File: src/rtl/shot_pkg.sv
// rtl/shot_pkg.sv - shared shot types, board bounds and counter helpers
package shot_pkg;

  typedef enum logic [2:0] {READY, REQUEST, FLIGHT, KILL, RELOAD} fire_state_t;

  typedef enum logic [1:0] {DIR_UP, DIR_DOWN, DIR_LEFT, DIR_RIGHT} shot_dir_t;

  localparam int unsigned BOARD_X_MIN = 32;
  localparam int unsigned BOARD_X_MAX = 600;
  localparam int unsigned BOARD_Y_MIN = 160;
  localparam int unsigned BOARD_Y_MAX = 456;

  localparam int unsigned CNT_W = 8;

  function automatic logic [CNT_W-1:0] sat_cnt(input int unsigned v);
    return (v > 32'd255) ? 8'd255 : v[CNT_W-1:0];
  endfunction

endpackage

File: src/rtl/frame_down_counter.sv
// rtl/frame_down_counter.sv - frame-count down counter with load and zero flag
module frame_down_counter
  import shot_pkg::*;
(
  input  logic             clk,
  input  logic             reset,
  input  logic             load,
  input  logic [CNT_W-1:0] load_value,
  input  logic             enable,
  input  logic             startOfFrame,
  output logic [CNT_W-1:0] count,
  output logic             zero
);

  logic [CNT_W-1:0] count_d, count_q;

  // Stops at zero so a late startOfFrame cannot wrap the count.
  always_comb begin
    count_d = count_q;
    if (load) begin
      count_d = load_value;
    end else if (enable && startOfFrame && (count_q != '0)) begin
      count_d = count_q - 1'b1;
    end
  end

  always_ff @(posedge clk or posedge reset) begin
    if (reset) begin
      count_q <= '0;
    end else begin
      count_q <= count_d;
    end
  end

  assign count = count_q;
  assign zero  = (count_q == '0);

endmodule

File: src/rtl/shot_fire_ctrl.sv
// rtl/shot_fire_ctrl.sv - one-shot fire request, shot hit detection and reload timing
module shot_fire_ctrl
  import shot_pkg::*;
#(
  parameter int unsigned RELOAD_FRAMES      = 45,
  parameter int unsigned ACK_TIMEOUT_FRAMES = 2,
  parameter int unsigned BOARD_MIN_X        = BOARD_X_MIN,
  parameter int unsigned BOARD_MAX_X        = BOARD_X_MAX,
  parameter int unsigned BOARD_MIN_Y        = BOARD_Y_MIN,
  parameter int unsigned BOARD_MAX_Y        = BOARD_Y_MAX
) (
  input  logic        clk,
  input  logic        reset,
  input  logic        startOfFrame,
  input  logic        game_enable,
  input  logic        fire_key,
  input  logic        shot_alive,
  input  logic [10:0] shot_topLeftX,
  input  logic [10:0] shot_topLeftY,
  input  logic        drawing_request_shot,
  input  logic        drawing_request_wall,
  input  logic        drawing_request_monster,
  output logic        fire_pressed,
  output logic        fireCollision,
  output logic        monster_hit,
  output logic        reload_active,
  output logic [7:0]  reload_left
);

  if (RELOAD_FRAMES > 255 || ACK_TIMEOUT_FRAMES > 255) begin : g_param_range
    $error("shot_fire_ctrl: frame counts must fit in 8 bits");
  end

  localparam logic [10:0] MIN_X = 11'(BOARD_MIN_X);
  localparam logic [10:0] MAX_X = 11'(BOARD_MAX_X);
  localparam logic [10:0] MIN_Y = 11'(BOARD_MIN_Y);
  localparam logic [10:0] MAX_Y = 11'(BOARD_MAX_Y);
  localparam logic [CNT_W-1:0] RELOAD_LOAD = sat_cnt(RELOAD_FRAMES);
  localparam logic [CNT_W-1:0] ACK_LOAD    = sat_cnt(ACK_TIMEOUT_FRAMES);

  fire_state_t state_d, state_q;
  logic fire_key_d, fire_key_q;
  logic fire_key_prev_d, fire_key_prev_q;
  logic wall_hit_d, wall_hit_q;
  logic mon_hit_d, mon_hit_q;
  logic monster_hit_d, monster_hit_q;

  logic             ack_load, rel_load;
  logic [CNT_W-1:0] ack_count, rel_count;
  logic             ack_zero, rel_zero;
  logic             fire_edge, wall_seen, mon_seen, out_of_bounds;

  assign fire_edge = fire_key_q & ~fire_key_prev_q;
  assign wall_seen = wall_hit_q | (drawing_request_shot & drawing_request_wall);
  assign mon_seen  = mon_hit_q | (drawing_request_shot & drawing_request_monster);
  // Unsigned on purpose: a shot wrapped past zero reads as a huge coordinate.
  assign out_of_bounds = (shot_topLeftX < MIN_X) || (shot_topLeftX > MAX_X) ||
                         (shot_topLeftY < MIN_Y) || (shot_topLeftY > MAX_Y);

  always_comb begin
    state_d         = state_q;
    fire_key_d      = fire_key;
    fire_key_prev_d = fire_key_q;
    wall_hit_d      = 1'b0;
    mon_hit_d       = 1'b0;
    monster_hit_d   = 1'b0;
    ack_load        = 1'b0;
    rel_load        = 1'b0;
    case (state_q)
      READY: begin
        if (fire_edge && game_enable && !shot_alive) begin
          state_d  = REQUEST;
          ack_load = 1'b1;
        end
      end
      REQUEST: begin
        if (shot_alive) begin
          state_d = FLIGHT;
        end else if (ack_zero || (startOfFrame && ack_count == 8'd1)) begin
          state_d = READY;
        end
      end
      FLIGHT: begin
        wall_hit_d = wall_seen;
        mon_hit_d  = mon_seen;
        if (startOfFrame) begin
          wall_hit_d = 1'b0;
          mon_hit_d  = 1'b0;
          if (wall_seen || mon_seen || out_of_bounds) begin
            state_d       = KILL;
            monster_hit_d = mon_seen;
          end else if (!shot_alive) begin
            state_d  = RELOAD;
            rel_load = 1'b1;
          end
        end else if (!shot_alive) begin
          state_d  = RELOAD;
          rel_load = 1'b1;
        end
      end
      KILL: begin
        if (!shot_alive) begin
          state_d  = RELOAD;
          rel_load = 1'b1;
        end
      end
      RELOAD: begin
        if (rel_zero || (startOfFrame && rel_count == 8'd1)) begin
          state_d = READY;
        end
      end
      default: state_d = READY;
    endcase
  end

  always_ff @(posedge clk or posedge reset) begin
    if (reset) begin
      state_q         <= READY;
      fire_key_q      <= 1'b0;
      fire_key_prev_q <= 1'b0;
      wall_hit_q      <= 1'b0;
      mon_hit_q       <= 1'b0;
      monster_hit_q   <= 1'b0;
    end else begin
      state_q         <= state_d;
      fire_key_q      <= fire_key_d;
      fire_key_prev_q <= fire_key_prev_d;
      wall_hit_q      <= wall_hit_d;
      mon_hit_q       <= mon_hit_d;
      monster_hit_q   <= monster_hit_d;
    end
  end

  frame_down_counter u_ack_cnt (
    .clk          (clk),
    .reset        (reset),
    .load         (ack_load),
    .load_value   (ACK_LOAD),
    .enable       (state_q == REQUEST),
    .startOfFrame (startOfFrame),
    .count        (ack_count),
    .zero         (ack_zero)
  );

  frame_down_counter u_reload_cnt (
    .clk          (clk),
    .reset        (reset),
    .load         (rel_load),
    .load_value   (RELOAD_LOAD),
    .enable       (state_q == RELOAD),
    .startOfFrame (startOfFrame),
    .count        (rel_count),
    .zero         (rel_zero)
  );

  assign fire_pressed  = (state_q == REQUEST);
  assign fireCollision = (state_q == KILL);
  assign monster_hit   = monster_hit_q;
  assign reload_active = (state_q == RELOAD);
  assign reload_left   = reload_active ? rel_count : 8'd0;

endmodule
File: config.mk
export PLATFORM = sky130hd
export DESIGN_NAME = shot_fire_ctrl
export DESIGN_NICKNAME = d
export VERILOG_FILES = /design/src/rtl/shot_pkg.sv /design/src/rtl/frame_down_counter.sv /design/src/rtl/shot_fire_ctrl.sv
export SDC_FILE = /design/constraint.sdc
export NUM_CORES = 1
export LEC_CHECK = 0
export CORE_MARGIN = 8
export CORE_UTILIZATION = 30
export DETAILED_ROUTE_END_ITERATION = 10
export PLACE_DENSITY = 0.63
export SLEW_MARGIN = 20
export SYNTH_ARGS = -nofsm -noshare
export SYNTH_HDL_FRONTEND = slang
export SYNTH_HIERARCHICAL = 1
export SYNTH_SLANG_ARGS = --single-unit
File: constraint.sdc
create_clock -name clk -period 2.3 [get_ports clk]
set_clock_uncertainty 0.05 [all_clocks]
set_input_delay 0.46 -clock clk [delete_from_list [all_inputs] [get_ports clk]]
set_output_delay 0.46 -clock clk [all_outputs]
set_load 0.01 [all_outputs]
==> impl_metrics.py <==
metrics = {
    "status": {
        "outcome": "complete, no violations",
    },
    "global_route": {
        "grt_usage_pct": 11.0,
        "overflow": 0,
        "grt_pass1_wl_um": 7650,
        "grt_max_degree": 14,
        "grt_pass1_vias": 1675,
        "antenna_found_initial": 0,
    },
    "power_and_ir_drop": {
        "leakage_nw": 1.09,
        "power_density_nw_per_um2": 813,
        "max-vdd-ir-drop_v": 0.000378,
    },
    "hold_path": {
        "hold_path_class": "register to register",
    },
    "clock_network": {
        "cts_max_path_buffers": 2,
        "clk_latency_ns": 0.26,
        "clkTransAtPathRegs_ns": 0.08,
        "cts_tree": "done",
        "cts_buffers": 3,
        "cts-root-buf": "clkbuf_8",
        "postCtsHoldBufs": 0,
        "cts_htree_levels": 1,
        "cts_sinks": 24,
    },
    "logic_synthesis": {
        "synth_enable_flop_cells": 0,
        "syn_avg_cell_area_um2": 8.95,
        "ys_ff_latch": 24,
        "synth.distinct_cells": 45,
        "ys_warn_count": 6,
        "netlist_area_um2": 1660,
        "synthArstFlopShare_pct": 100,
        "synth-seq-area-share_pct": 36.3,
        "synth_cells": 185,
        "synth_ff_type": "dfrtp_1",
    },
    "timing": {
        "setup_viol": 0,
        "worstMarginPinSlew_ns": 0.486,
        "period_minus_slack_ns": 2.24,
        "maxSlewHeadroom_pct": 67.3,
        "clock.fmax_ghz": 0.447,
        "hold_viol": 0,
        "post-route-period-util_pct": 97.3,
        "layout_setup_ws_ns": 0.0622,
        "setup_tns_ns": 0,
        "maxSlewViolCount": 0,
        "rsz0062_at_grt": "true",
        "fin_hold_ws_ns": 0.320,
    },
    "setup_path": {
        "crit_type": "primary input to register",
        "end_kind": "register",
        "required_ns": 2.44,
        "max_stage_delay_ns": 0.42,
        "worstPathMaxFanout": 6,
        "cp_slowest_cell": "or4_1",
        "cp_cell_sequence": "dlygate4sd2_1 > buf_4 > or4_1 > nor2_2 > nor3_4 > a41oi_2 > nor3_2 > clkdlybuf4s15_2 > nor3_1 > nand2_1 > o21bai_1",
        "start_kind": "primary input",
        "worstPathArrival_ns": 2.38,
    },
    "run": {
        "drv_cap": 0,
    },
    "placement": {
        "portBuffers": 42,
        "placedInstanceArea_um2": 2380,
        "dp_cells": 330,
        "place_ws_ns": -0.403,
        "gp_congestion": 0.775,
        "hpwlAfterDp_um": 3550,
    },
    "floorplanning": {
        "rows": 27,
        "core_um2": 5410,
        "die_height_um": 90.3,
        "start_util_pct": 30.6,
        "die_w_um": 90.3,
        "io_pins": 43,
        "dieArea_um2": 8160,
    },
    "route": {
        "vias_per_cell": 5.00,
        "post_drt_wl_per_cell_um": 13.6,
        "drc": 0,
        "vias": 1679,
        "drt_iter0_markers": 46,
        "totalWireLength_um": 4570,
        "drt-pass1-iter-count": 4,
        "antenna_left": 0,
    },
    "finish": {
        "fin_nets": 299,
        "regArea_um2": 602,
        "area_growth_syn_to_layout_pct": 51.1,
        "diodes": 0,
        "drive_above_1_share_pct": 21.2,
        "fin_area_um2": 2500,
        "fin_cells": 336,
        "nFillCells": 528,
        "multi_input_area_um2": 1110,
    },
}
==> state kept, by name, indices dropped and copies added (netlist names) <==
signal / flops
fire_key_prev_d: 1
state_q: 3
u_reload_cnt/count: 8
mon_hit_q: 1
monster_hit: 1
u_ack_cnt/count: 8
wall_hit_q: 1
fire_key_prev_q: 1
==> critical path, delay by kind of cell <==
kind	cells	cell delay, ns
buffers and inverters	3	0.63
AOI/OAI and AO/OA	2	0.31
and+or+nand+nor	6	0.97
==> cell type report <==
type / instances / area share, %
well taps: 72 / 3.60
flip-flops and latches: 24 / 24.0
clock buffers: 3 / 1.65
repair buffers: 70 / 25.1
inverters: 8 / 1.20
multi-input cells: 159 / 44.4
==> cell usage after synthesis, types with 3 or more instances <==
| cell | instances | area, um^2 |
|---|---|---|
| nor4bb_1 | 3 | 30.0 |
| a21oi_1 | 7 | 35.0 |
| dfrtp_1 | 24 | 601 |
| nor2_1 | 11 | 41.3 |
| nor4_1 | 6 | 37.5 |
| a211o_1 | 3 | 26.3 |
| inv_1 | 8 | 30.0 |
| nor3_1 | 16 | 80.1 |
| nor3b_1 | 6 | 45.0 |
| and3_1 | 10 | 62.6 |
| nand2_1 | 14 | 52.6 |
| o31ai_1 | 3 | 22.5 |
| clkbuf_1 | 8 | 30.0 |
| or2_2 | 3 | 18.8 |
| o21ai_0 | 11 | 55.1 |
| xor2_1 | 4 | 35.0 |
==> stage by stage <==
step | power (mW) | util (%)
after floorplan | 1.37 | -
after global placement | 1.76 | 44.1
after detailed placement | 1.77 | 44.1
after CTS | 2.04 | 45.8
after global routing | 2.21 | 46.3
final | 2.04 | 46.3
==> layout by cell type, fill, tap and decap left out, types with 3 or more instances in the layout <==
| cell type | netlist | layout |
|---|---|---|
| or2_2 | 3 | 3 |
| clkdlybuf4s50_1 | 0 | 31 |
| dfrtp_1 | 24 | 23 |
| dlygate4sd2_1 | 0 | 9 |
| conb_1 | 2 | 16 |
| and3_1 | 10 | 10 |
| nor2_1 | 11 | 9 |
| a21oi_1 | 7 | 6 |
| nor3_1 | 16 | 14 |
| a211o_1 | 3 | 3 |
| o21ai_0 | 11 | 11 |
| nor4bb_1 | 3 | 3 |
| nor4_1 | 6 | 6 |
| nand2_1 | 14 | 14 |
| o31ai_1 | 3 | 3 |
| inv_1 | 8 | 8 |
| xor2_1 | 4 | 4 |
| clkbuf_8 | 0 | 3 |
| buf_4 | 0 | 27 |
| nor3b_1 | 6 | 4 |
==> report_power, final <==
group          leakage (nW)  internal, mW  total (mW)  switching, mW
clock network        0.0216         0.117       0.242          0.125
registers             0.297         0.580       0.805          0.225
logic                 0.776         0.528       0.989          0.461
==> kinds of logic after synthesis <==
group	share of synthesized area, %
simple gates	33.4
fa+ha+maj	1.51
mux	2.57
flops	36.3
xor+xnor	3.17
compound gates	19.0
other cells	0.453
buf+inv	3.63
==> final timing paths <==
kind                                             from               endpoint  slack (ns)  cells past startpoint
worst max-delay path                 shot_topLeftX[6]  u_reload_cnt/count[3]        0.06                     11
worst min-delay path                  fire_key_prev_d        fire_key_prev_q        0.32                      0
worst max register to register  u_reload_cnt/count[1]  u_reload_cnt/count[5]        0.17                      6
worst min register to register        fire_key_prev_d        fire_key_prev_q        0.32                      0
max in group asynchronous                       reset  u_reload_cnt/count[6]        1.44                      2
min in group asynchronous                       reset     u_ack_cnt/count[3]        0.49                      2
==> routing by layer <==
| layer | up-vias | track usage [%] | share of wire (%) |
|---|---|---|---|
| li1 | 845 | - | - |
| met4 | 0 | 2.50 | 0.92 |
| met2 | 44 | 19.5 | 48 |
| met1 | 786 | 13.0 | 46 |
| met3 | 4 | 2.74 | 5.2 |
| met5 | - | 0 | 0 |
==> repair_timing <==
action / CTS / global route
endpoints found under the setup margin: 5 / 15
gates resized for setup: 15 / 8
buffers inserted: 2 / 0
cloned: 1 / 0
pin swaps: 10 / 1
No activity file was read; power rests on OpenSTA's default activity.
